[src/rtl/voice_mixer_if.sv]
`default_nettype none
// ============================================================================
//  voice_mixer_if : oscillator snapshot inputs and mixed-sample handshake
//  Revision 1.0
// ============================================================================
interface voice_mixer_if #(
  parameter int VOICES    = 8,
  parameter int IN_WIDTH  = 32,
  parameter int OUT_WIDTH = 24
);
  logic                               sample_tick;
  logic [VOICES-1:0][IN_WIDTH-1:0]    voices;
  logic [VOICES-1:0]                  voice_enable;
  logic [7:0]                         master_gain;
  logic [OUT_WIDTH-1:0]               out_sample;
  logic                               out_valid;
  logic                               out_ready;
  logic                               clip;
  logic                               overrun;

  // master is the mixer itself; slave is the oscillator/DAC side
  modport master (
    input  sample_tick, voices, voice_enable, master_gain, out_ready,
    output out_sample, out_valid, clip, overrun
  );
  modport slave (
    output sample_tick, voices, voice_enable, master_gain, out_ready,
    input  out_sample, out_valid, clip, overrun
  );
endinterface
`default_nettype wire

[src/rtl/voice_mixer.sv]
`default_nettype none
// ============================================================================
//  voice_mixer : sequential sum of enabled voices, Q1.7 gain, saturating rescale
//  Revision 1.0
// ============================================================================
module voice_mixer #(
  parameter int VOICES    = 8,
  parameter int IN_WIDTH  = 32,
  parameter int OUT_WIDTH = 24
) (
  input  logic          clk,
  input  logic          rst,
  voice_mixer_if.master bus
);
  localparam int IDX_W  = $clog2(VOICES);
  localparam int ACC_W  = IN_WIDTH + IDX_W;
  localparam int PROD_W = ACC_W + 9;
  localparam int SHIFT  = 7 + IN_WIDTH - OUT_WIDTH;
  localparam logic [IDX_W-1:0] LAST_IDX = IDX_W'(VOICES - 1);

  typedef enum logic [1:0] {
    IDLE  = 2'd0,
    ACCUM = 2'd1,
    SCALE = 2'd2,
    HOLD  = 2'd3
  } state_t;

  state_t                          state_q, state_d;
  logic [IDX_W-1:0]                idx_q, idx_d;
  logic signed [ACC_W-1:0]         acc_q, acc_d;
  logic [VOICES-1:0][IN_WIDTH-1:0] snap_voices_q, snap_voices_d;
  logic [VOICES-1:0]               snap_en_q, snap_en_d;
  logic [7:0]                      snap_gain_q, snap_gain_d;
  logic [OUT_WIDTH-1:0]            out_sample_q, out_sample_d;
  logic                            out_valid_q, out_valid_d;
  logic                            clip_q, clip_d;
  logic                            overrun_q, overrun_d;

  logic [IN_WIDTH-1:0]             cur_voice;
  logic signed [ACC_W-1:0]         voice_term;
  logic signed [PROD_W-1:0]        prod;
  logic signed [PROD_W-1:0]        shifted;
  logic [PROD_W-OUT_WIDTH:0]       upper;
  logic [OUT_WIDTH-1:0]            sat_sample;
  logic                            sat_clip;
  logic                            transfer;
  logic                            take_tick;

  always_comb begin
    cur_voice  = snap_voices_q[idx_q];
    voice_term = snap_en_q[idx_q] ? {{IDX_W{cur_voice[IN_WIDTH-1]}}, cur_voice} : '0;
    prod       = PROD_W'(acc_q) * PROD_W'($signed({1'b0, snap_gain_q}));
    shifted    = prod >>> SHIFT;
    // In range only when every bit above the output sign bit copies it
    upper      = shifted[PROD_W-1:OUT_WIDTH-1];
    sat_clip   = !((&upper) || !(|upper));
    if (!sat_clip) begin
      sat_sample = shifted[OUT_WIDTH-1:0];
    end else if (shifted[PROD_W-1]) begin
      sat_sample = {1'b1, {(OUT_WIDTH-1){1'b0}}};
    end else begin
      sat_sample = {1'b0, {(OUT_WIDTH-1){1'b1}}};
    end
  end

  always_comb begin
    state_d       = state_q;
    idx_d         = idx_q;
    acc_d         = acc_q;
    snap_voices_d = snap_voices_q;
    snap_en_d     = snap_en_q;
    snap_gain_d   = snap_gain_q;
    out_sample_d  = out_sample_q;
    out_valid_d   = out_valid_q;
    clip_d        = clip_q;
    overrun_d     = 1'b0;
    take_tick     = 1'b0;
    transfer      = out_valid_q && bus.out_ready;

    case (state_q)
      IDLE: begin
        if (bus.sample_tick) take_tick = 1'b1;
      end
      ACCUM: begin
        acc_d = acc_q + voice_term;
        idx_d = idx_q + 1'b1;
        if (idx_q == LAST_IDX) state_d = SCALE;
        if (bus.sample_tick) overrun_d = 1'b1;
      end
      SCALE: begin
        out_sample_d = sat_sample;
        clip_d       = sat_clip;
        out_valid_d  = 1'b1;
        state_d      = HOLD;
        if (bus.sample_tick) overrun_d = 1'b1;
      end
      HOLD: begin
        if (transfer) begin
          out_valid_d = 1'b0;
          state_d     = IDLE;
          if (bus.sample_tick) take_tick = 1'b1;
        end else if (bus.sample_tick) begin
          overrun_d = 1'b1;
        end
      end
      default: state_d = IDLE;
    endcase

    // A tick taken back-to-back with a transfer skips IDLE entirely
    if (take_tick) begin
      snap_voices_d = bus.voices;
      snap_en_d     = bus.voice_enable;
      snap_gain_d   = bus.master_gain;
      acc_d         = '0;
      idx_d         = '0;
      state_d       = ACCUM;
    end
  end

  always_ff @(posedge clk or posedge rst) begin
    if (rst) begin
      state_q       <= IDLE;
      idx_q         <= '0;
      acc_q         <= '0;
      snap_voices_q <= '0;
      snap_en_q     <= '0;
      snap_gain_q   <= '0;
      out_sample_q  <= '0;
      out_valid_q   <= 1'b0;
      clip_q        <= 1'b0;
      overrun_q     <= 1'b0;
    end else begin
      state_q       <= state_d;
      idx_q         <= idx_d;
      acc_q         <= acc_d;
      snap_voices_q <= snap_voices_d;
      snap_en_q     <= snap_en_d;
      snap_gain_q   <= snap_gain_d;
      out_sample_q  <= out_sample_d;
      out_valid_q   <= out_valid_d;
      clip_q        <= clip_d;
      overrun_q     <= overrun_d;
    end
  end

  assign bus.out_sample = out_sample_q;
  assign bus.out_valid  = out_valid_q;
  assign bus.clip       = clip_q;
  assign bus.overrun    = overrun_q;
endmodule
`default_nettype wire

[src/flat_wrapper.sv]
// flat-port wrapper written by rule: the top's interface ports become plain ports
module voice_mixer_flat 
#(
  parameter int VOICES    = 8,
  parameter int IN_WIDTH  = 32,
  parameter int OUT_WIDTH = 24
)
  (clk, rst, bus_sample_tick, bus_voices, bus_voice_enable, bus_master_gain, bus_out_ready, bus_out_sample, bus_out_valid, bus_clip, bus_overrun);
  voice_mixer_if #(.VOICES(VOICES), .IN_WIDTH(IN_WIDTH), .OUT_WIDTH(OUT_WIDTH)) bus_i ();
  input  logic clk;
  input  logic rst;
  input wire logic [$bits(bus_i.sample_tick)-1:0] bus_sample_tick;
  input wire logic [$bits(bus_i.voices)-1:0] bus_voices;
  input wire logic [$bits(bus_i.voice_enable)-1:0] bus_voice_enable;
  input wire logic [$bits(bus_i.master_gain)-1:0] bus_master_gain;
  input wire logic [$bits(bus_i.out_ready)-1:0] bus_out_ready;
  output wire logic [$bits(bus_i.out_sample)-1:0] bus_out_sample;
  output wire logic [$bits(bus_i.out_valid)-1:0] bus_out_valid;
  output wire logic [$bits(bus_i.clip)-1:0] bus_clip;
  output wire logic [$bits(bus_i.overrun)-1:0] bus_overrun;
  assign bus_i.sample_tick = bus_sample_tick;
  assign bus_i.voices = bus_voices;
  assign bus_i.voice_enable = bus_voice_enable;
  assign bus_i.master_gain = bus_master_gain;
  assign bus_i.out_ready = bus_out_ready;
  assign bus_out_sample = bus_i.out_sample;
  assign bus_out_valid = bus_i.out_valid;
  assign bus_clip = bus_i.clip;
  assign bus_overrun = bus_i.overrun;
  voice_mixer #(.VOICES(VOICES), .IN_WIDTH(IN_WIDTH), .OUT_WIDTH(OUT_WIDTH)) u_core (.clk(clk), .rst(rst), .bus(bus_i));
endmodule
[config.mk]
export PLATFORM = sky130hd
export DESIGN_NAME = voice_mixer_flat
export DESIGN_NICKNAME = d
export VERILOG_FILES = /design/src/rtl/voice_mixer_if.sv /design/src/rtl/voice_mixer.sv /design/src/flat_wrapper.sv
export SDC_FILE = /design/constraint.sdc
export NUM_CORES = 2
export LEC_CHECK = 0
export BUFFER_PORTS_ARGS = -buffer_cell sky130_fd_sc_hd__buf_2
export CORE_MARGIN = 2
export CORE_UTILIZATION = 40
export CTS_BUF_LIST = sky130_fd_sc_hd__clkbuf_4 sky130_fd_sc_hd__clkbuf_8 sky130_fd_sc_hd__clkbuf_16
export DETAILED_ROUTE_END_ITERATION = 16
export HOLD_SLACK_MARGIN = 0.06
export PLACE_DENSITY = 0.58
export SYNTH_ARGS = -nofsm -noshare
export SYNTH_HDL_FRONTEND = slang
export SYNTH_SLANG_ARGS = --single-unit
[constraint.sdc]
create_clock -name clk -period 12.9 [get_ports clk]
set_clock_uncertainty 0.1 [all_clocks]
set_input_delay 0.645 -clock clk [delete_from_list [all_inputs] [get_ports clk]]
set_output_delay 0.645 -clock clk [all_outputs]
set_load 0.02 [all_outputs]
Word-level counts from Yosys, hierarchy flattened:

Index checks and enable logic that the tools add are counted.
Widths: inputs -> output; s select.

* flip-flop bits (word level): 339
* latch bits: 0
* RAM bits: 0
* ROM bits: 0
* bits of input ports: 276
* output and inout bits: 27
* logic and storage cells: 63
* memories: 0

* add/sub/neg operators: 2
* multiply operators: 1
* divide/modulo/power cells: 0
* magnitude comparators: 1
* equality and inequality tests: 7
* shift operators: 0
* muxes and demuxes: 22
* bitwise logic cells: 0
* reductions and logical operators: 13

Operators with widths (count)
* $mux 35: 3
* $bmux 32 s3: 1
* $mux 24: 2
* $mul 35x9->44: 1
* $add 35x35->35: 1
* $mux 32: 1
* $mux 2: 3
* $mux 3: 2
* $ne 3x1->1 const B: 2
* $pmux 1 s2: 3
* $pmux 2 s3: 1
* $reduce_and 6->1: 1
* $reduce_or 6->1: 1
* $mux 1: 5
* $eq 2x2->1 const B: 2
* $lt 3x4->1 const B: 1
* $reduce_bool 2->1: 2
* $reduce_bool 4->1: 1
* $add 3x1->3 const B: 1
* $bmux 1 s3: 1
* $eq 3x3->1 const B: 1
* $reduce_and 3->1: 1
* $eq 2x1->1 const B: 1
* $logic_not 1->1: 2
* other kinds (6): 6

Depth between registers and ports, before layout:

* word-level depth: 6
* gate-level depth with buffers: 22
* gate-level depth less buffers: 20

Least setup slack after synthesis:

OpenSTA, ideal clock, no wires.

* kind: register to register
* start: reg u_core.snap_gain_q[2]
* end: reg u_core.out_sample_q[1], in the netlist u_core.bus.out_sample[1]
* library setup time: 0.087 ns
* arrival: 5.470 ns
* data required time: 12.713 ns
* slack: 7.243 ns
* cell stages (with the launch flop): 22
* buffers on the path: 3
* clock period less this slack: 5.657 ns
* cell sequence: dfrtp_1 > clkbuf_1 > clkbuf_1 > nand2_1 > fa_1 > inv_1 > fa_1 > fa_1 > inv_1 > fa_1 > inv_1 > ha_1 > a2111oi_2 > o21ai_1 > a211oi_2 > o21bai_2 > a31oi_1 > mux2_2 > nor3_1 > buf_6 > a21oi_1 > a22oi_1

* word-level cells in the longest chain between the ends: 5
* elaborated cells between the ends (all ways): 7
* those cells by class: 1 x mul; 2 x mux; 4 x reduce/logical

Ends and longest elaborated chain
* from (decl): line voice_mixer.sv:33 `logic [7:0] snap_gain_q, snap_gain_d;`
* from (signal assigned): line voice_mixer.sv:138 `snap_gain_q <= snap_gain_d;`
* $mul 35x9->44 (*): line voice_mixer.sv:52 `prod = PROD_W'(acc_q) * PROD_W'($signed({1'b0, snap_gain_q}));`
* $reduce_or 6->1: line voice_mixer.sv:56 `sat_clip = !((&upper) || !(|upper));`
* $logic_not 1->1: line voice_mixer.sv:56
* $logic_or 1x1->1: line voice_mixer.sv:56
* $mux 24 (*): line voice_mixer.sv:57 `if (!sat_clip) begin`
* to (signal assigned): line voice_mixer.sv:139 `out_sample_q <= out_sample_d;`
* to (decl): line voice_mixer.sv:34 `logic [OUT_WIDTH-1:0] out_sample_q, out_sample_d;`

Mark *: on every way between the ends. The rest lies on a longest branch, timed or not.
A chain may end at the register's enable or synchronous reset.

Final worst setup path:

* start: reg u_core.snap_gain_q[2]
* end: reg u_core.out_sample_q[21], in the netlist u_core.bus.out_sample[21]

The elaborated chain is that of the path after synthesis.

==> impl_metrics.ini <==
[floorplanning]
core_area_mm2 = 0.0656
start_util = 0.403
num_rows = 94
die_h_um = 261
ios = 303
dieArea_mm2 = 0.0681
die_w_um = 261

[worst_setup_path]
critPathMaxFanout = 24
r2r-start = u_core.snap_gain_q[2]$_DFFE_PP0P_
cp.arrival_ps = 7070
cp_slowest_cell = nor4_4
setup.worst_path.start_class = flip-flop
setup.worst_path.start = u_core.snap_gain_q[2]$_DFFE_PP0P_
cpPeakStageDelay_ps = 1070
setup.worst_path.class = flip-flop to flip-flop
worstPathCellList = buf_4 > and2_1 > fa_1 > inv_1 > fa_1 > inv_1 > fa_1 > inv_1 > fa_1 > inv_1 > ha_1 > nand2_2 > nor2_4 > nand2_2 > or4_4 > o32ai_4 > mux2i_1 > nor4_4 > a21oi_1 > a22oi_1
crit_required_ps = 13260
r2r_cells = 20
end_kind = flip-flop
reg2reg_slack_ps = 6190

[final_layout]
layout_common_cells = nand2_1 (967), dfrtp_1 (336), buf_2 (302)
n_fill_cell = 6519
mostFrequentLayoutCell = nand2_1
fin_nets = 3795
syn_to_final_growth_pct = 13.7
fin_area_mm2 = 0.0300
drive_above_1_share = 0.156

[synth]
syn_avg_cell_area_um2 = 8.94
ys_seq_area_frac = 0.321
ys_async_sr_fraction = 1.00
synth_edf_count = 0
synth_xor_area_frac = 0.0169
ys.flop_type = dfrtp_1
synth-simple-area-share = 0.228
synth_nets = 3573
synth.mux.area_fraction = 0.0749
syn_inst = 2955
synth_adder_area_share = 0.223
synth_cell_types = 78
yosysWarnings = 0
synth_top_family_by_area = simple AND/OR/NAND/NOR gates
synth_compound_area_frac = 0.0731
netlist_area_mm2 = 0.0264
ys_ff_latch = 339

[global_route]
grt_overflow = 0
grt_antenna_before_repair = 14
grt_max_degree = 215
track_usage = 0.213
grt_pass1_vias = 21000
grt_pass1_wl_mm = 116

[cts]
clock-root-buffer = clkbuf_16
htreeDepth = 2
cts_resized = 0
cts_hold_buffers = 0
cts_tree = built
clk_pin_slew_ps = 50
cts_setup_buffers = 0
clock_sinks = 339
cts.path.max_buffers = 3
worstSkewPairLatency_ps = 560
numCtsBuffers = 41

[route]
viasPerCell = 4.99
ant_nets = 0
wl_mm = 70.7
first_pass_iters = 5
wl_per_cell_um = 17.3
drtIter0Drc = 1317
vias = 20300
drc_errors = 0

[power]
ir_drop_v = 0.000208
combPwrFrac = 0.584
p_clk_frac = 0.159
seq_power_share = 0.256
switchingPower_mw = 3.51
powerDensity_mw_per_mm2 = 250
swShare = 0.468
p_leak_nw = 15.8
internal_power_mw = 3.99

[placement]
place_area_mm2 = 0.0286
dp_hpwl_mm = 51.5
gp_congestion = 0.854
port_buffers = 302

[run]
cap_viol_max_count = 0

[timing]
hold_violations = 0
tightest_slew_ps = 1230
setup_viol = 0
rsz0062_at_grt = false
slew_violations = 0
hold_ws_ps = 85.8
fmax_mhz = 149
max_slew_margin = 0.177
post-route-period-util = 0.520
tns_ps = 0
layout_min_cycle_time_ps = 6710

[worst_hold_path]
hold_class = primary input to async pin

[run_status]
outcome = complete, no violations
==> stage by stage <==
step / worst slack [ps] / std cells / power [mW] / utilization
global route: 5770 / 4074 / 8.25 / 0.458
finish: 6190 / 4076 / 7.50 / 0.458
detailed placement: 6250 / 3998 / 6.35 / 0.437
floorplan: 2760 / 2955 / 5.23 / -
CTS: 6240 / 4071 / 7.57 / 0.457
global placement: 6300 / 3998 / 6.28 / 0.437
==> synthesized netlist by cell type (7+ instances only) <==
cell type,count,area share
nand2_1,967,0.14
dfrtp_1,339,0.32
inv_1,285,0.040
fa_1,216,0.16
and2_1,174,0.041
ha_1,126,0.060
clkbuf_1,117,0.017
nor2_1,106,0.015
a21oi_1,92,0.017
mux4_2,66,0.056
mux2i_1,47,0.018
o21ai_0,37,0.0070
a21o_1,35,0.0099
xnor2_1,30,0.0099
a211oi_1,29,0.0082
nand3_1,29,0.0055
nor2b_1,24,0.0057
xor2_1,21,0.0070
nand4_1,16,0.0038
nor3_1,14,0.0027
a31oi_1,13,0.0031
buf_1,13,0.0018
o21bai_1,12,0.0034
and3_1,11,0.0026
o31ai_1,10,0.0028
buf_2,8,0.0015
o211ai_1,8,0.0023
o21a_1,8,0.0023
nand2b_1,7,0.0017
==> cell families (layout without fill, tap and decap cells) <==
kind of cell | count (synthesis) | count (layout)
AO/OA/AOI/OAI | 290 | 290
other | 0 | 5
flip-flops | 339 | 339
adder cells (fa/ha/maj) | 342 | 342
AND/OR/NAND/NOR | 1388 | 1388
multiplexers | 115 | 115
XOR/XNOR | 51 | 51
buffers and inverters | 430 | 682
==> worst paths after layout <==
path                                                         end
min reg2reg                 u_core.snap_voices_q[70]$_DFFE_PP0P_
min in group clk            u_core.snap_voices_q[10]$_DFFE_PP0P_
max in group asynchronous  u_core.snap_voices_q[188]$_DFFE_PP0P_
max reg2reg                u_core.bus.out_sample[21]$_DFFE_PP0P_
min                          u_core.snap_voices_q[7]$_DFFE_PP0P_
max                        u_core.bus.out_sample[21]$_DFFE_PP0P_
==> worst max-delay path, delay by kind of cell (launching register included) <==
family,cells,cell delay (ps)
compound gates,3,580
fa+ha+maj,5,2480
buf+inv,5,550
flops,1,560
mux,1,190
simple gates,6,2130
==> state kept, by name, summed over array words and instances, names as in the netlist <==
| name | cells |
|---|---|
| u_core.bus.clip | 1 |
| u_core.bus.overrun | 1 |
| u_core.snap_voices_q | 256 |
| u_core.bus.out_valid | 1 |
| u_core.state_q | 2 |
| u_core.bus.out_sample | 24 |
| u_core.snap_gain_q | 8 |
| u_core.acc_q | 35 |
| u_core.idx_q | 3 |
| u_core.snap_en_q | 8 |
==> area by class of cell <==
cell class | instances | area [um^2] | share of cell area
diodes | 5 | 12.5 | 0.000417
clock inverters | 17 | 205 | 0.00683
flip-flops and latches | 339 | 8490 | 0.283
clock buffers | 56 | 1170 | 0.0389
multi-input cells | 2186 | 16300 | 0.543
repair buffers | 324 | 1700 | 0.0567
well taps | 864 | 1080 | 0.0360
inverters | 285 | 1080 | 0.0359
==> per-layer routing <==
layer | part of all wire | track usage
met3 | 0.059 | 0.0434
met5 | 0.0012 | 0
met2 | 0.44 | 0.324
met1 | 0.49 | 0.319
met4 | 0.012 | 0.0344
==> power groups by stage <==
stage                     Sequential [mW]  Clock, mW  Combinational, mW
after floorplan                      1.81          0               3.43
after global placement               1.92          0               4.36
after detailed placement             1.94          0               4.42
after CTS                            1.92       1.22               4.43
after global routing                 1.99       1.27               5.00
final                                1.92       1.20               4.38
(Power assumes the default switching activity.)
